<file path="src/rtl/imem_loader_pkg.sv">
// Shared types and constants for the boot-time instruction memory loader.
// The header is a little-endian 16-bit word count; instructions are little-endian 32-bit words.
package imem_loader_pkg;

    typedef enum logic [1:0] {
        IDLE,
        LEN,
        DATA,
        FLUSH
    } loader_state_t;

    localparam int LEN_BYTES      = 2;
    localparam int BYTES_PER_WORD = 4;

endpackage

</file>
<file path="src/rtl/word_assembler.sv">
// Packs a little-endian byte stream into 32-bit words. word_valid and word_data are
// combinational in the cycle the 4th byte of a word is presented with byte_valid.
module word_assembler
    import imem_loader_pkg::*;
(
    input  logic        clk,
    input  logic        reset,
    input  logic        clear,
    input  logic        byte_valid,
    input  logic [7:0]  byte_data,
    output logic        word_valid,
    output logic [31:0] word_data
);

    logic [1:0]  idx_reg;
    logic [31:0] partial_reg;
    logic [31:0] merged;

    // The incoming byte replaces only the lane selected by the byte index.
    generate
        for (genvar gi = 0; gi < BYTES_PER_WORD; gi++) begin : g_lane
            assign merged[8*gi +: 8] = (idx_reg == 2'(gi)) ? byte_data : partial_reg[8*gi +: 8];
        end
    endgenerate

    assign word_valid = byte_valid && (idx_reg == 2'(BYTES_PER_WORD - 1));
    assign word_data  = merged;

    always_ff @(posedge clk) begin
        if (reset || clear) begin
            idx_reg     <= 2'd0;
            partial_reg <= 32'd0;
        end else if (byte_valid) begin
            partial_reg <= merged;
            idx_reg     <= idx_reg + 2'd1;
        end
    end

endmodule

</file>
<file path="src/rtl/imem_loader.sv">
// Boot loader: parses a 2-byte word-count header, then streams little-endian words into
// the instruction memory write port while holding the core in reset.
module imem_loader
    import imem_loader_pkg::*;
#(
    parameter int DEPTH = 1024,
    parameter int AW    = $clog2(DEPTH)
) (
    input  logic          clk,
    input  logic          reset,
    input  logic          start,
    input  logic          in_valid,
    input  logic [7:0]    in_data,
    output logic          in_ready,
    output logic          imem_we,
    output logic [AW-1:0] imem_addr,
    output logic [31:0]   imem_wdata,
    output logic          cpu_hold,
    output logic          done,
    output logic          error,
    output logic [AW:0]   words_loaded
);

    loader_state_t state_reg, state_next;

    logic          hdr_idx_reg;
    logic [15:0]   len_reg;
    logic [AW:0]   word_cnt_reg;
    logic          imem_we_reg;
    logic [AW-1:0] imem_addr_reg;
    logic [31:0]   imem_wdata_reg;
    logic          cpu_hold_reg;
    logic          done_reg;
    logic          error_reg;
    logic [AW:0]   words_loaded_reg;

    logic          xfer;
    logic          session_start;
    logic          hdr_last;
    logic          hdr_bad;
    logic          last_word;
    logic          word_valid;
    logic [31:0]   word_data;
    logic [16:0]   len_hdr;
    logic [16:0]   words_after;

    assign in_ready = (state_reg == LEN) || (state_reg == DATA);
    assign xfer     = in_valid && in_ready;

    // Full length as it will be once the high byte currently on the bus is captured.
    assign len_hdr  = {1'b0, in_data, len_reg[7:0]};
    assign hdr_last = in_valid && (hdr_idx_reg == 1'(LEN_BYTES - 1));
    assign hdr_bad  = (len_hdr == 17'd0) || (len_hdr > 17'(DEPTH));

    assign words_after = 17'(word_cnt_reg) + 17'd1;
    assign last_word   = word_valid && (words_after == {1'b0, len_reg});

    word_assembler u_word_assembler (
        .clk        (clk),
        .reset      (reset),
        .clear      (session_start),
        .byte_valid (in_valid && (state_reg == DATA)),
        .byte_data  (in_data),
        .word_valid (word_valid),
        .word_data  (word_data)
    );

    always_ff @(posedge clk) begin
        if (reset) begin
            state_reg <= IDLE;
        end else begin
            state_reg <= state_next;
        end
    end

    always_comb begin
        state_next    = state_reg;
        session_start = 1'b0;
        case (state_reg)
            IDLE: begin
                if (start) begin
                    session_start = 1'b1;
                    state_next    = LEN;
                end
            end
            LEN: begin
                if (hdr_last) begin
                    state_next = hdr_bad ? IDLE : DATA;
                end
            end
            DATA: begin
                if (last_word) begin
                    state_next = FLUSH;
                end
            end
            FLUSH: begin
                state_next = IDLE;
            end
            default: begin
                state_next = IDLE;
            end
        endcase
    end

    always_ff @(posedge clk) begin
        if (reset) begin
            hdr_idx_reg      <= 1'b0;
            len_reg          <= 16'd0;
            word_cnt_reg     <= '0;
            imem_we_reg      <= 1'b0;
            imem_addr_reg    <= '0;
            imem_wdata_reg   <= 32'd0;
            cpu_hold_reg     <= 1'b0;
            done_reg         <= 1'b0;
            error_reg        <= 1'b0;
            words_loaded_reg <= '0;
        end else begin
            imem_we_reg <= 1'b0;
            done_reg    <= 1'b0;

            if (session_start) begin
                cpu_hold_reg     <= 1'b1;
                error_reg        <= 1'b0;
                words_loaded_reg <= '0;
                hdr_idx_reg      <= 1'b0;
                len_reg          <= 16'd0;
                word_cnt_reg     <= '0;
            end

            if (state_reg == LEN && xfer) begin
                if (hdr_idx_reg == 1'(LEN_BYTES - 1)) begin
                    len_reg[15:8] <= in_data;
                    hdr_idx_reg   <= 1'b0;
                    word_cnt_reg  <= '0;
                    if (hdr_bad) begin
                        error_reg    <= 1'b1;
                        cpu_hold_reg <= 1'b0;
                    end
                end else begin
                    len_reg[7:0] <= in_data;
                    hdr_idx_reg  <= 1'b1;
                end
            end

            // Register the completed word; the write overlaps assembly of the next one.
            if (word_valid) begin
                imem_wdata_reg <= word_data;
                imem_addr_reg  <= word_cnt_reg[AW-1:0];
                imem_we_reg    <= 1'b1;
                word_cnt_reg   <= word_cnt_reg + 1'b1;
            end

            if (imem_we_reg) begin
                words_loaded_reg <= words_loaded_reg + 1'b1;
            end

            if (state_reg == FLUSH) begin
                done_reg     <= 1'b1;
                cpu_hold_reg <= 1'b0;
            end
        end
    end

    assign imem_we      = imem_we_reg;
    assign imem_addr    = imem_addr_reg;
    assign imem_wdata   = imem_wdata_reg;
    assign cpu_hold     = cpu_hold_reg;
    assign done         = done_reg;
    assign error        = error_reg;
    assign words_loaded = words_loaded_reg;

endmodule

</file>
<file path="config.mk">
export PLATFORM = sky130hd
export DESIGN_NAME = imem_loader
export DESIGN_NICKNAME = d
export VERILOG_FILES = /design/src/rtl/imem_loader_pkg.sv /design/src/rtl/word_assembler.sv /design/src/rtl/imem_loader.sv
export SDC_FILE = /design/constraint.sdc
export NUM_CORES = 1
export LEC_CHECK = 0
export CAP_MARGIN = 20
export CORE_MARGIN = 4
export CORE_UTILIZATION = 40
export CTS_BUF_LIST = sky130_fd_sc_hd__clkbuf_8
export CTS_CLUSTER_DIAMETER = 80
export DETAILED_ROUTE_END_ITERATION = 10
export DONT_BUFFER_PORTS = 1
export PLACE_DENSITY = 0.66
export SYNTH_ARGS = -nofsm -noshare
export SYNTH_HDL_FRONTEND = slang
export SYNTH_SLANG_ARGS = --single-unit
</file>
<file path="constraint.sdc">
create_clock -name clk -period 5.9 [get_ports clk]
set_input_delay 1.18 -clock clk [delete_from_list [all_inputs] [get_ports clk]]
set_output_delay 1.18 -clock clk [all_outputs]
set_load 0.01 [all_outputs]
</file>
==> metrics.txt, run 1 <==
# TYPE chip_impl_metric gauge
chip_impl_info{name="status",value="completed"} 1
chip_impl_metric{name="synth_compound_area_frac",unit=""} 0.1353
chip_impl_metric{name="first_pass_iters",unit=""} 4
chip_impl_metric{name="max-slew-margin-rel",unit=""} 0.3443
chip_impl_metric{name="grt_start_max_net_pins",unit=""} 90
chip_impl_metric{name="grt-ovfl-total",unit=""} 0
chip_impl_metric{name="routed-via-count",unit=""} 4012
chip_impl_metric{name="p_per_area",unit="nW/um^2"} 289.6
chip_impl_metric{name="floorplan.initialDensity",unit=""} 0.4141
chip_impl_metric{name="worst_path_maximum_fanout",unit=""} 9
chip_impl_metric{name="cts_max_level",unit=""} 4
chip_impl_metric{name="timing.max_cap.violations",unit=""} 0
chip_impl_info{name="layout_commonest_cell",value="sky130_fd_sc_hd__dfxtp_1"} 1
chip_impl_metric{name="period_minus_ws_final",unit="ns"} 2.691
chip_impl_metric{name="insertedDiodeCount",unit=""} 0
chip_impl_metric{name="initialDrtViolationCount",unit=""} 228
chip_impl_metric{name="routabilityCongestion",unit=""} 0.7682
chip_impl_info{name="largest_family_of_logic_cells_by_synthesized_area",value="simple AND/OR/NAND/NOR gates"} 1
chip_impl_metric{name="final-hold-violation-count",unit=""} 0
chip_impl_metric{name="synthAdderAreaFrac",unit=""} 0.02721
chip_impl_info{name="end_kind",value="register"} 1
chip_impl_metric{name="number_of_flip_flops_and_latches_in_the_synthesized_netlist",unit=""} 113
chip_impl_metric{name="nFillCells",unit=""} 1231
chip_impl_info{name="synth-main-ff-cell",value="sky130_fd_sc_hd__dfxtp_1"} 1
chip_impl_metric{name="synth.distinct_cells",unit=""} 46
chip_impl_metric{name="cts_num_sinks",unit=""} 113
chip_impl_metric{name="drc_errors",unit=""} 0
chip_impl_metric{name="post-dp-hpwl",unit="um"} 7848
chip_impl_metric{name="routed_wirelength",unit="um"} 11840
chip_impl_metric{name="design.final.nets",unit=""} 592
chip_impl_metric{name="floorplan.rows",unit=""} 40
chip_impl_metric{name="via_count_of_the_first_global_routing_pass",unit=""} 3901
chip_impl_metric{name="timing_worst_slew_pin_value",unit="ns"} 0.9835
chip_impl_metric{name="final_instance_area",unit="sq um"} 5504
chip_impl_info{name="grt_setup_unrepaired",value="false"} 1
chip_impl_metric{name="fin_tns_setup",unit="ns"} 0
chip_impl_metric{name="post_route_cells_drive_above_1_share",unit=""} 0.07904
chip_impl_metric{name="core_area",unit="sq um"} 12210
chip_impl_metric{name="holdWs",unit="ns"} 0.4665
chip_impl_metric{name="die_w",unit="um"} 120.4
chip_impl_metric{name="worst_ep_required_time",unit="ns"} 6.22
chip_impl_info{name="layout_common_cells",value="sky130_fd_sc_hd__dfxtp_1, sky130_fd_sc_hd__nor2_1, sky130_fd_sc_hd__nand2_1"} 1
chip_impl_metric{name="ctsHoldBuffers",unit=""} 0
chip_impl_metric{name="leakage",unit="nW"} 2.024
chip_impl_metric{name="global_route_wire_length_before_repair",unit="um"} 19690
chip_impl_metric{name="ctsResizeCount",unit=""} 0
chip_impl_metric{name="cts_post_setup_buffers_inserted",unit=""} 0
chip_impl_metric{name="post_synth_mux_area_share",unit=""} 0.1009
chip_impl_metric{name="post_drt_via_cell_ratio",unit=""} 5.349
chip_impl_metric{name="post_dp_cell_area",unit="sq um"} 5084
chip_impl_metric{name="placed_cells_incl_taps",unit=""} 718
chip_impl_metric{name="setup_violations",unit=""} 0
chip_impl_info{name="timing.setup.critical_path_class",value="reg -> reg"} 1
chip_impl_metric{name="hold_path_depth",unit=""} 2
chip_impl_metric{name="numCtsBuffers",unit=""} 17
chip_impl_metric{name="layout-area-overhead-vs-synth",unit="%"} 8.832
chip_impl_metric{name="die_height",unit="um"} 120.4
chip_impl_metric{name="largest_register_ffs",unit=""} 32
chip_impl_metric{name="synth_seq_area_share",unit=""} 0.4473
chip_impl_metric{name="vdd_ir_drop_max",unit="mV"} 0.1293
chip_impl_metric{name="preCtsSetupSlack",unit="ns"} 3.291
chip_impl_metric{name="worst-r2r-cell-count",unit=""} 8
chip_impl_metric{name="io_buffers",unit=""} 0
chip_impl_metric{name="dieArea",unit="sq um"} 14510
chip_impl_metric{name="max_freq",unit="MHz"} 371.6
chip_impl_metric{name="top_level_ports",unit=""} 70
chip_impl_metric{name="drv_slew",unit=""} 0
chip_impl_metric{name="synthArstFlopShare",unit=""} 0
chip_impl_info{name="timing.critical_path.from_type",value="register"} 1
chip_impl_metric{name="number_of_antenna_violations_at_the_first_check_in_global_routing",unit=""} 0
chip_impl_metric{name="cts.clk_slew.worst_paths",unit="ns"} 0.07
chip_impl_metric{name="yosys.area_share.simple",unit=""} 0.2147
chip_impl_info{name="tritoncts",value="yes"} 1
chip_impl_info{name="cts-root-buf",value="sky130_fd_sc_hd__clkbuf_8"} 1
chip_impl_metric{name="syn-mean-instance-area",unit="sq um"} 8.457
chip_impl_metric{name="final_cell_count_no_fill",unit=""} 750
chip_impl_metric{name="cp_data_arrival_time",unit="ns"} 3.01
chip_impl_metric{name="ant_nets",unit=""} 0
chip_impl_metric{name="synth_area_in_xor_xnor",unit=""} 0.02598
chip_impl_info{name="path_category_of_the_worst_min_delay_check",value="reg -> reg"} 1
chip_impl_metric{name="setup_ws",unit="ns"} 3.209
chip_impl_metric{name="cts_max_path_bufs",unit=""} 2
chip_impl_metric{name="clock_latency",unit="ns"} 0.42
chip_impl_metric{name="ys_warn_count",unit=""} 0
chip_impl_metric{name="syn_inst",unit=""} 598
chip_impl_metric{name="mappedNetlistNets",unit=""} 621
chip_impl_metric{name="finalClockSkew",unit="ns"} 0.01164
chip_impl_metric{name="wl_per_cell",unit="um"} 15.78
chip_impl_metric{name="globalRouteTotalUtil",unit=""} 0.1684
chip_impl_metric{name="synth_enable_flop_cells",unit=""} 0
chip_impl_metric{name="syn-cell-area",unit="sq um"} 5057
chip_impl_metric{name="fin_crit_sh",unit=""} 0.4561
[worst paths after layout]
check        slack, ns      endpoint       startpoint
max               3.21  state_reg[0]  word_cnt_reg[0]
min               0.47   len_reg[12]      len_reg[12]
max reg2reg       3.21  state_reg[0]  word_cnt_reg[0]
min reg2reg       0.47   len_reg[12]      len_reg[12]
[cell families after synthesis]
group                      Yosys count
buffers and inverters               61
AOI/OAI and AO/OA                  110
adders and majority gates           11
and+or+nand+nor                    237
DFF                                113
xor gates and xnor gates            15
muxes                               51
[synthesized netlist by cell type (6+ instances only)]
library cell	count	area [sq um]
sky130_fd_sc_hd__xnor2_1	10	87.58
sky130_fd_sc_hd__o21ai_0	7	35.03
sky130_fd_sc_hd__a21oi_1	62	310.3
sky130_fd_sc_hd__mux2i_1	51	510.5
sky130_fd_sc_hd__inv_1	9	33.78
sky130_fd_sc_hd__a211oi_1	27	202.7
sky130_fd_sc_hd__nand2_1	74	277.8
sky130_fd_sc_hd__nor4_1	6	37.54
sky130_fd_sc_hd__and3_1	6	37.54
sky130_fd_sc_hd__nor2_1	80	300.3
sky130_fd_sc_hd__ha_1	11	137.6
sky130_fd_sc_hd__nand3_1	37	185.2
sky130_fd_sc_hd__clkbuf_1	44	165.2
sky130_fd_sc_hd__dfxtp_1	113	2262
[final cells by class]
| type | instances | area (sq um) | area share |
|---|---|---|---|
| multi-input combinational | 424 | 2551 | 0.4635 |
| tap | 168 | 210.2 | 0.03819 |
| clock buffer | 18 | 247.7 | 0.04501 |
| clock inverter | 14 | 172.7 | 0.03137 |
| timing repair buffer | 3 | 22.52 | 0.004092 |
| sequential | 113 | 2262 | 0.4110 |
| inverter | 10 | 37.54 | 0.006820 |
[per-layer routing]
metal  vias up  GRT usage  part of all wire
met2        95     0.2700              0.49
met1      1878     0.2029              0.42
met3        31    0.05753             0.058
met4         0    0.07932             0.032
li1       2008          -                 -
met5         -          0                 0
[per-stage QoR]
| step | power (mW) | util |
|---|---|---|
| 2_1_floorplan | 0.8447 | - |
| 3_3_place_gp | 0.8392 | 0.4163 |
| 3_5_place_dp | 0.8408 | 0.4163 |
| 4_1_cts | 1.606 | 0.4507 |
| 5_1_grt | 1.655 | 0.4507 |
| 6_report | 1.594 | 0.4507 |
[worst max-delay path, cell delays in order (launching register included)]
cell                       delay [ns]
sky130_fd_sc_hd__dfxtp_1         0.52
sky130_fd_sc_hd__ha_1            0.30
sky130_fd_sc_hd__nand3_1         0.28
sky130_fd_sc_hd__nor2_1          0.29
sky130_fd_sc_hd__and3_1          0.25
sky130_fd_sc_hd__xnor2_1         0.10
sky130_fd_sc_hd__o41ai_2         0.46
sky130_fd_sc_hd__a21oi_1         0.13
sky130_fd_sc_hd__a211oi_1        0.25
[power breakdown]
group | leakage (nW) | total (mW) | switching (mW) | internal, mW
clock | 0.226 | 0.770 | 0.307 | 0.463
sequential | 0.910 | 0.772 | 0.00504 | 0.766
combinational | 0.888 | 0.0526 | 0.0348 | 0.0178
(Power assumes the default switching activity.)
==> run 2, diff against run 1 <==
==> constraint.sdc (replaced) <==
create_clock -name clk -period 2.7 [get_ports clk]
set_input_delay 0.54 -clock clk [delete_from_list [all_inputs] [get_ports clk]]
set_output_delay 0.54 -clock clk [all_outputs]
set_load 0.01 [all_outputs]
==> metrics.txt, run 2 (synthesized netlist as in run 1, its figures left out) <==
# TYPE chip_impl_metric gauge
chip_impl_info{name="status",value="completed"} 1
chip_impl_metric{name="post_route_cells_drive_above_1_share",unit=""} 0.09386
chip_impl_metric{name="fin_tns_setup",unit="ns"} 0
chip_impl_metric{name="worst_ep_required_time",unit="ns"} 3.05
chip_impl_info{name="timing.setup.critical_path_class",value="reg -> reg"} 1
chip_impl_info{name="crit_chain",value="nand4_1, or3_1, nor4_2, a2111oi_2, o41ai_2, a21oi_1, a211oi_1"} 1
chip_impl_metric{name="cts_max_level",unit=""} 4
chip_impl_metric{name="cts_post_setup_buffers_inserted",unit=""} 0
chip_impl_metric{name="grt-ovfl-total",unit=""} 0
chip_impl_metric{name="routed-via-count",unit=""} 4006
chip_impl_metric{name="grt_start_max_net_pins",unit=""} 90
chip_impl_metric{name="insertedDiodeCount",unit=""} 0
chip_impl_metric{name="design.final.nets",unit=""} 597
chip_impl_metric{name="nFillCells",unit=""} 1209
chip_impl_metric{name="ant_nets",unit=""} 0
chip_impl_metric{name="seqPwrFrac",unit=""} 0.510
chip_impl_metric{name="number_of_antenna_violations_at_the_first_check_in_global_routing",unit=""} 0
chip_impl_metric{name="cts_num_sinks",unit=""} 113
chip_impl_metric{name="routed_wirelength",unit="um"} 11820
chip_impl_metric{name="via_count_of_the_first_global_routing_pass",unit=""} 3844
chip_impl_metric{name="netSwitchingPower",unit="mW"} 0.7689
chip_impl_metric{name="drc_errors",unit=""} 0
chip_impl_metric{name="timing_worst_slew_pin_value",unit="ns"} 0.9985
chip_impl_info{name="timing.critical_path.from_type",value="register"} 1
chip_impl_metric{name="drv_slew",unit=""} 0
chip_impl_metric{name="core_area",unit="sq um"} 12210
chip_impl_info{name="grt_setup_unrepaired",value="false"} 1
chip_impl_metric{name="floorplan.initialDensity",unit=""} 0.4141
chip_impl_info{name="top_layer_used",value="met4"} 1
chip_impl_metric{name="max_freq",unit="MHz"} 408.5
chip_impl_metric{name="dieArea",unit="sq um"} 14510
chip_impl_metric{name="first_pass_iters",unit=""} 6
chip_impl_metric{name="timing.max_cap.violations",unit=""} 0
chip_impl_metric{name="post_drt_via_cell_ratio",unit=""} 5.313
chip_impl_metric{name="clock_latency",unit="ns"} 0.43
chip_impl_metric{name="final-hold-violation-count",unit=""} 0
chip_impl_metric{name="fin_crit_sh",unit=""} 0.9066
chip_impl_metric{name="cts_max_path_bufs",unit=""} 2
chip_impl_metric{name="setup_ws",unit="ns"} 0.2521
chip_impl_info{name="end_kind",value="register"} 1
chip_impl_info{name="layout_commonest_cell",value="sky130_fd_sc_hd__dfxtp_1"} 1
chip_impl_metric{name="clock_power_share",unit=""} 0.455
chip_impl_info{name="tritoncts",value="yes"} 1
chip_impl_metric{name="vdd_ir_drop_max",unit="mV"} 0.4315
chip_impl_metric{name="finalClockSkew",unit="ns"} 0.01256
chip_impl_metric{name="cp_data_arrival_time",unit="ns"} 2.79
chip_impl_metric{name="die_w",unit="um"} 120.4
chip_impl_metric{name="routed-wl-met2",unit="um"} 5702
chip_impl_metric{name="routabilityCongestion",unit=""} 0.8362
chip_impl_info{name="layout_common_cells",value="sky130_fd_sc_hd__dfxtp_1, sky130_fd_sc_hd__nor2_1, sky130_fd_sc_hd__nand2_1"} 1
chip_impl_metric{name="post-dp-hpwl",unit="um"} 7852
chip_impl_metric{name="max-slew-margin-rel",unit=""} 0.3343
chip_impl_metric{name="initialDrtViolationCount",unit=""} 222
chip_impl_metric{name="preCtsSetupSlack",unit="ns"} 0.2225
chip_impl_metric{name="floorplan.rows",unit=""} 40
chip_impl_metric{name="setup_violations",unit=""} 0
chip_impl_metric{name="io_buffers",unit=""} 0
chip_impl_metric{name="internal_power",unit="mW"} 2.535
chip_impl_metric{name="top_level_ports",unit=""} 70
chip_impl_metric{name="largest_register_ffs",unit=""} 32
chip_impl_metric{name="routed-wl-met3",unit="um"} 953
chip_impl_metric{name="layout-area-overhead-vs-synth",unit="%"} 8.832
chip_impl_metric{name="cts.clk_slew.worst_paths",unit="ns"} 0.07
chip_impl_metric{name="p_per_area",unit="nW/um^2"} 600.2
chip_impl_metric{name="global_route_wire_length_before_repair",unit="um"} 19400
chip_impl_metric{name="die_height",unit="um"} 120.4
chip_impl_metric{name="m1WireLength",unit="um"} 4993
chip_impl_metric{name="netSwitchingFraction",unit=""} 0.2328
chip_impl_metric{name="wl_per_cell",unit="um"} 15.68
chip_impl_metric{name="numCtsBuffers",unit=""} 17
chip_impl_metric{name="leakage",unit="nW"} 2.014
chip_impl_metric{name="globalRouteTotalUtil",unit=""} 0.1675
chip_impl_info{name="cp_slowest_cell",value="sky130_fd_sc_hd__dfxtp_1"} 1
chip_impl_metric{name="period_minus_ws_final",unit="ns"} 2.448
chip_impl_metric{name="worst_path_maximum_fanout",unit=""} 9
chip_impl_info{name="cts-root-buf",value="sky130_fd_sc_hd__clkbuf_8"} 1
chip_impl_info{name="path_category_of_the_worst_min_delay_check",value="in -> reg"} 1
chip_impl_metric{name="cp_slowest_stage_delay",unit="ns"} 0.50
chip_impl_metric{name="pwr-share-comb",unit=""} 0.035
==> run 2: cell types whose count changed in the layout (fill, tap and decap cells not counted) <==
| cell | previous run | this run |
|---|---|---|
| sky130_fd_sc_hd__bufinv_16 | 4 | 2 |
| sky130_fd_sc_hd__dfxtp_2 | 0 | 2 |
| sky130_fd_sc_hd__buf_4 | 3 | 8 |
| sky130_fd_sc_hd__a211oi_2 | 0 | 1 |
| sky130_fd_sc_hd__nand3_2 | 0 | 1 |
| sky130_fd_sc_hd__a211oi_1 | 27 | 26 |
| sky130_fd_sc_hd__dfxtp_1 | 113 | 111 |
| sky130_fd_sc_hd__clkinvlp_4 | 1 | 4 |
| sky130_fd_sc_hd__inv_1 | 12 | 11 |
| sky130_fd_sc_hd__nand3_1 | 37 | 36 |
| sky130_fd_sc_hd__clkinv_4 | 1 | 0 |
==> run 2: final timing paths <==
path	to	from	slack, ns	cells after the start
worst min-delay path	imem_wdata[2]	reset	0.19	1
worst min register to register	len_reg[13]	len_reg[13]	0.47	2
worst max-delay path	state_reg[0]	word_cnt_reg[3]	0.25	7
worst max register to register	state_reg[0]	word_cnt_reg[3]	0.25	7
==> run 2: critical path, delay by kind of cell, from the launching register on <==
family | cells | cell delay [ns]
AOI/OAI and AO/OA | 4 | 0.89
DFF | 1 | 0.50
and+or+nand+nor | 3 | 0.98
==> run 2: layout make-up <==
type	instances	area, sq um	share of cell area
multi-input combinational	424	2561	0.4653
sequential	113	2265	0.4115
clock buffer	18	247.7	0.04501
tap	168	210.2	0.03819
clock inverter	13	122.6	0.02228
timing repair buffer	8	60.06	0.01091
inverter	10	37.54	0.006820
==> run 2: metal layers <==
metal | vias up | GRT usage
li1 | 2018 | -
met1 | 1873 | 0.2052
met2 | 101 | 0.2616
met3 | 14 | 0.06034
met4 | 0 | 0.08003
met5 | - | 0
==> run 2: what timing repair did <==
| action | in CTS | in global routing |
|---|---|---|
| gates resized for setup | 0 | 4 |
| hold buffers | 0 | 0 |
| endpoints found under the setup margin | 0 | 1 |
==> run 2: power groups by stage <==
stage	clock (mW)	combinational, mW	sequential (mW)
2_1_floorplan	0	0.125	1.72
3_3_place_gp	0	0.112	1.72
3_5_place_dp	0	0.114	1.72
4_1_cts	1.54	0.115	1.69
5_1_grt	1.62	0.129	1.69
6_report	1.50	0.115	1.69
==> run 2: stage by stage <==
stage | hold slack (ns) | utilization | power (mW) | cell area, sq um | cells
after global routing | 0.1482 | 0.4507 | 3.440 | 5504 | 754
after detailed placement | 0.4563 | 0.4194 | 1.838 | 5121 | 723
final | 0.1884 | 0.4507 | 3.304 | 5504 | 754
after global placement | 0.4521 | 0.4194 | 1.835 | 5121 | 723
after floorplan | 0.4476 | - | 1.846 | 5057 | 598
after CTS | 0.1439 | 0.4497 | 3.343 | 5492 | 754
==> run 3, diff against run 2 <==
--- a/config.mk
+++ b/config.mk
@@ -10,9 +10,10 @@
 export CORE_UTILIZATION = 40
 export CTS_BUF_LIST = sky130_fd_sc_hd__clkbuf_8
 export CTS_CLUSTER_DIAMETER = 80
+export CTS_CLUSTER_SIZE = 30
 export DETAILED_ROUTE_END_ITERATION = 10
 export DONT_BUFFER_PORTS = 1
-export PLACE_DENSITY = 0.66
+export PLACE_DENSITY = 0.68
 export SYNTH_ARGS = -nofsm -noshare
 export SYNTH_HDL_FRONTEND = slang
 export SYNTH_SLANG_ARGS = --single-unit
==> constraint.sdc (replaced) <==
create_clock -name clk -period 1.99 [get_ports clk]
set_input_delay 0.398 -clock clk [delete_from_list [all_inputs] [get_ports clk]]
set_output_delay 0.398 -clock clk [all_outputs]
set_load 0.01 [all_outputs]
==> metrics.txt, run 3 (synthesized netlist as in run 1, its figures left out) <==
# TYPE chip_impl_metric gauge
chip_impl_info{name="status",value="finished with violations"} 1
chip_impl_info{name="violations",value="setup timing"} 1
chip_impl_metric{name="die_w",unit="um"} 120.4
chip_impl_info{name="path_category_of_the_worst_min_delay_check",value="in -> reg"} 1
chip_impl_metric{name="global_route_wire_length_before_repair",unit="um"} 20470
chip_impl_metric{name="finalPower",unit="mW"} 4.798
chip_impl_metric{name="post_drt_via_cell_ratio",unit=""} 5.390
chip_impl_metric{name="post-dp-hpwl",unit="um"} 8507
chip_impl_metric{name="wl_per_cell",unit="um"} 15.68
chip_impl_metric{name="insertedDiodeCount",unit=""} 0
chip_impl_metric{name="grt-ovfl-total",unit=""} 0
chip_impl_metric{name="via_count_of_the_first_global_routing_pass",unit=""} 4076
chip_impl_metric{name="design.final.nets",unit=""} 640
chip_impl_metric{name="routabilityCongestion",unit=""} 0.8485
chip_impl_metric{name="floorplan.initialDensity",unit=""} 0.4141
chip_impl_metric{name="p_per_area",unit="nW/um^2"} 794.0
chip_impl_metric{name="clock_latency",unit="ns"} 0.43
chip_impl_metric{name="timing_worst_slew_pin_value",unit="ns"} 0.5356
chip_impl_info{name="grt_setup_unrepaired",value="true"} 1
chip_impl_metric{name="floorplan.rows",unit=""} 40
chip_impl_metric{name="numCtsBuffers",unit=""} 17
chip_impl_metric{name="cts_max_path_bufs",unit=""} 2
chip_impl_metric{name="setup_violations",unit=""} 2
chip_impl_info{name="cts-root-buf",value="sky130_fd_sc_hd__clkbuf_8"} 1
chip_impl_metric{name="finalCoreUtilization",unit=""} 0.4949
chip_impl_metric{name="io_buffers",unit=""} 0
chip_impl_metric{name="worst_ep_required_time",unit="ns"} 2.33
chip_impl_info{name="layout_common_cells",value="sky130_fd_sc_hd__dfxtp_1, sky130_fd_sc_hd__nor2_1, sky130_fd_sc_hd__nand2_1"} 1
chip_impl_info{name="tritoncts",value="yes"} 1
chip_impl_metric{name="post_route_cells_drive_above_1_share",unit=""} 0.1797
chip_impl_metric{name="fin_crit_sh",unit=""} 1.089
chip_impl_metric{name="leakage",unit="nW"} 2.288
chip_impl_metric{name="max_freq",unit="MHz"} 461.4
chip_impl_metric{name="first_pass_iters",unit=""} 4
chip_impl_metric{name="max-slew-margin-rel",unit=""} 0.6379
chip_impl_metric{name="top_level_ports",unit=""} 70
chip_impl_metric{name="cts_num_sinks",unit=""} 113
chip_impl_metric{name="largest_register_ffs",unit=""} 32
chip_impl_metric{name="initialDrtViolationCount",unit=""} 242
chip_impl_info{name="end_kind",value="register"} 1
chip_impl_metric{name="timing.max_cap.violations",unit=""} 0
chip_impl_metric{name="drc_errors",unit=""} 0
chip_impl_metric{name="ant_nets",unit=""} 0
chip_impl_metric{name="cts.clk_slew.worst_paths",unit="ns"} 0.07
chip_impl_metric{name="final_cell_count_no_fill",unit=""} 797
chip_impl_metric{name="period_minus_ws_final",unit="ns"} 2.167
chip_impl_metric{name="number_of_antenna_violations_at_the_first_check_in_global_routing",unit=""} 0
chip_impl_metric{name="die_height",unit="um"} 120.4
chip_impl_metric{name="cp_data_arrival_time",unit="ns"} 2.50
chip_impl_info{name="timing.setup.critical_path_class",value="reg -> reg"} 1
chip_impl_metric{name="setup_ws",unit="ns"} -0.1771
chip_impl_info{name="layout_commonest_cell",value="sky130_fd_sc_hd__dfxtp_1"} 1
chip_impl_metric{name="routed_wirelength",unit="um"} 12500
chip_impl_metric{name="grt_start_max_net_pins",unit=""} 90
chip_impl_metric{name="vdd_ir_drop_max",unit="mV"} 0.4783
chip_impl_metric{name="core_area",unit="sq um"} 12210
chip_impl_metric{name="globalRouteTotalUtil",unit=""} 0.1769
chip_impl_metric{name="worst_path_maximum_fanout",unit=""} 4
chip_impl_metric{name="finalClockSkew",unit="ns"} 0.01330
chip_impl_metric{name="dieArea",unit="sq um"} 14510
chip_impl_metric{name="drv_slew",unit=""} 0
chip_impl_info{name="timing.critical_path.from_type",value="register"} 1
chip_impl_metric{name="routed-via-count",unit=""} 4296
chip_impl_metric{name="placed_cells_incl_taps",unit=""} 759
chip_impl_metric{name="cts_max_level",unit=""} 4
chip_impl_metric{name="layout-area-overhead-vs-synth",unit="%"} 19.50
chip_impl_metric{name="final-hold-violation-count",unit=""} 0
==> run 3: cell types whose count changed in the layout (fill, tap and decap cells not counted), moves of 3 or more <==
cell                      before  now
sky130_fd_sc_hd__buf_4         8   47
sky130_fd_sc_hd__dfxtp_1     111  105
sky130_fd_sc_hd__dfxtp_4       0    4
sky130_fd_sc_hd__nand3_1      36   33
==> run 3: per-stage QoR <==
| step | hold WS (ns) | TNS [ns] | setup slack (ns) | area, sq um |
|---|---|---|---|---|
| floorplan | 0.4476 | -0.05021 | -0.02870 | 5122 |
| global placement | 0.4481 | -0.1796 | -0.09148 | 5465 |
| detailed placement | 0.4553 | -0.3317 | -0.1731 | 5465 |
| CTS | 0.003421 | -0.2428 | -0.1238 | 5957 |
| global route | -0.003424 | -0.4544 | -0.2327 | 6043 |
| finish | 0.04083 | -0.3385 | -0.1771 | 6043 |
==> run 3: per-layer routing <==
layer	part of all wire	GRT usage
met4	0.0098	0.05878
met1	0.46	0.2256
met5	0	0
met3	0.066	0.06876
met2	0.46	0.2745
==> run 3: worst paths after layout <==
| path | depth (start not counted) | slack (ns) | startpoint | to |
|---|---|---|---|---|
| worst max-delay path | 8 | -0.18 | word_cnt_reg[5] | state_reg[0] |
| worst min-delay path | 1 | 0.04 | reset | imem_wdata[13] |
| worst max register to register | 8 | -0.18 | word_cnt_reg[5] | state_reg[0] |
| worst min register to register | 2 | 0.47 | len_reg[12] | len_reg[12] |
==> run 3: area by class of cell <==
class	count	area, sq um
sequential	113	2282
timing repair buffer	51	416.7
tap	168	210.2
fill	1195	6168
clock buffer	19	261.5
clock inverter	12	166.4
multi-input combinational	424	2669
inverter	10	37.54
==> run 3: where the power goes <==
part,switching [mW],internal (mW)
Sequential,0.0106,2.27
Combinational,0.122,0.0852
Clock,0.904,1.41
==> run 3: worst max-delay path, stage by stage (launching register included) <==
cell	delay, ns
sky130_fd_sc_hd__dfxtp_4	0.38
sky130_fd_sc_hd__nand4_4	0.11
sky130_fd_sc_hd__or3_4	0.44
sky130_fd_sc_hd__buf_4	0.16
sky130_fd_sc_hd__nor4b_4	0.31
sky130_fd_sc_hd__a2111oi_4	0.09
sky130_fd_sc_hd__o41ai_4	0.30
sky130_fd_sc_hd__a21oi_1	0.13
sky130_fd_sc_hd__a211oi_1	0.17
==> run 3: timing repair <==
| action | 4_1_cts | 5_1_grt |
|---|---|---|
| hold endpoints to repair | 0 | 6 |
| resized for setup | 7 | 14 |
| endpoints found under the setup margin | 3 | 16 |
| setup buffers | 6 | 2 |
| pin swaps | 5 | 10 |
| hold buffers | 0 | 1 |
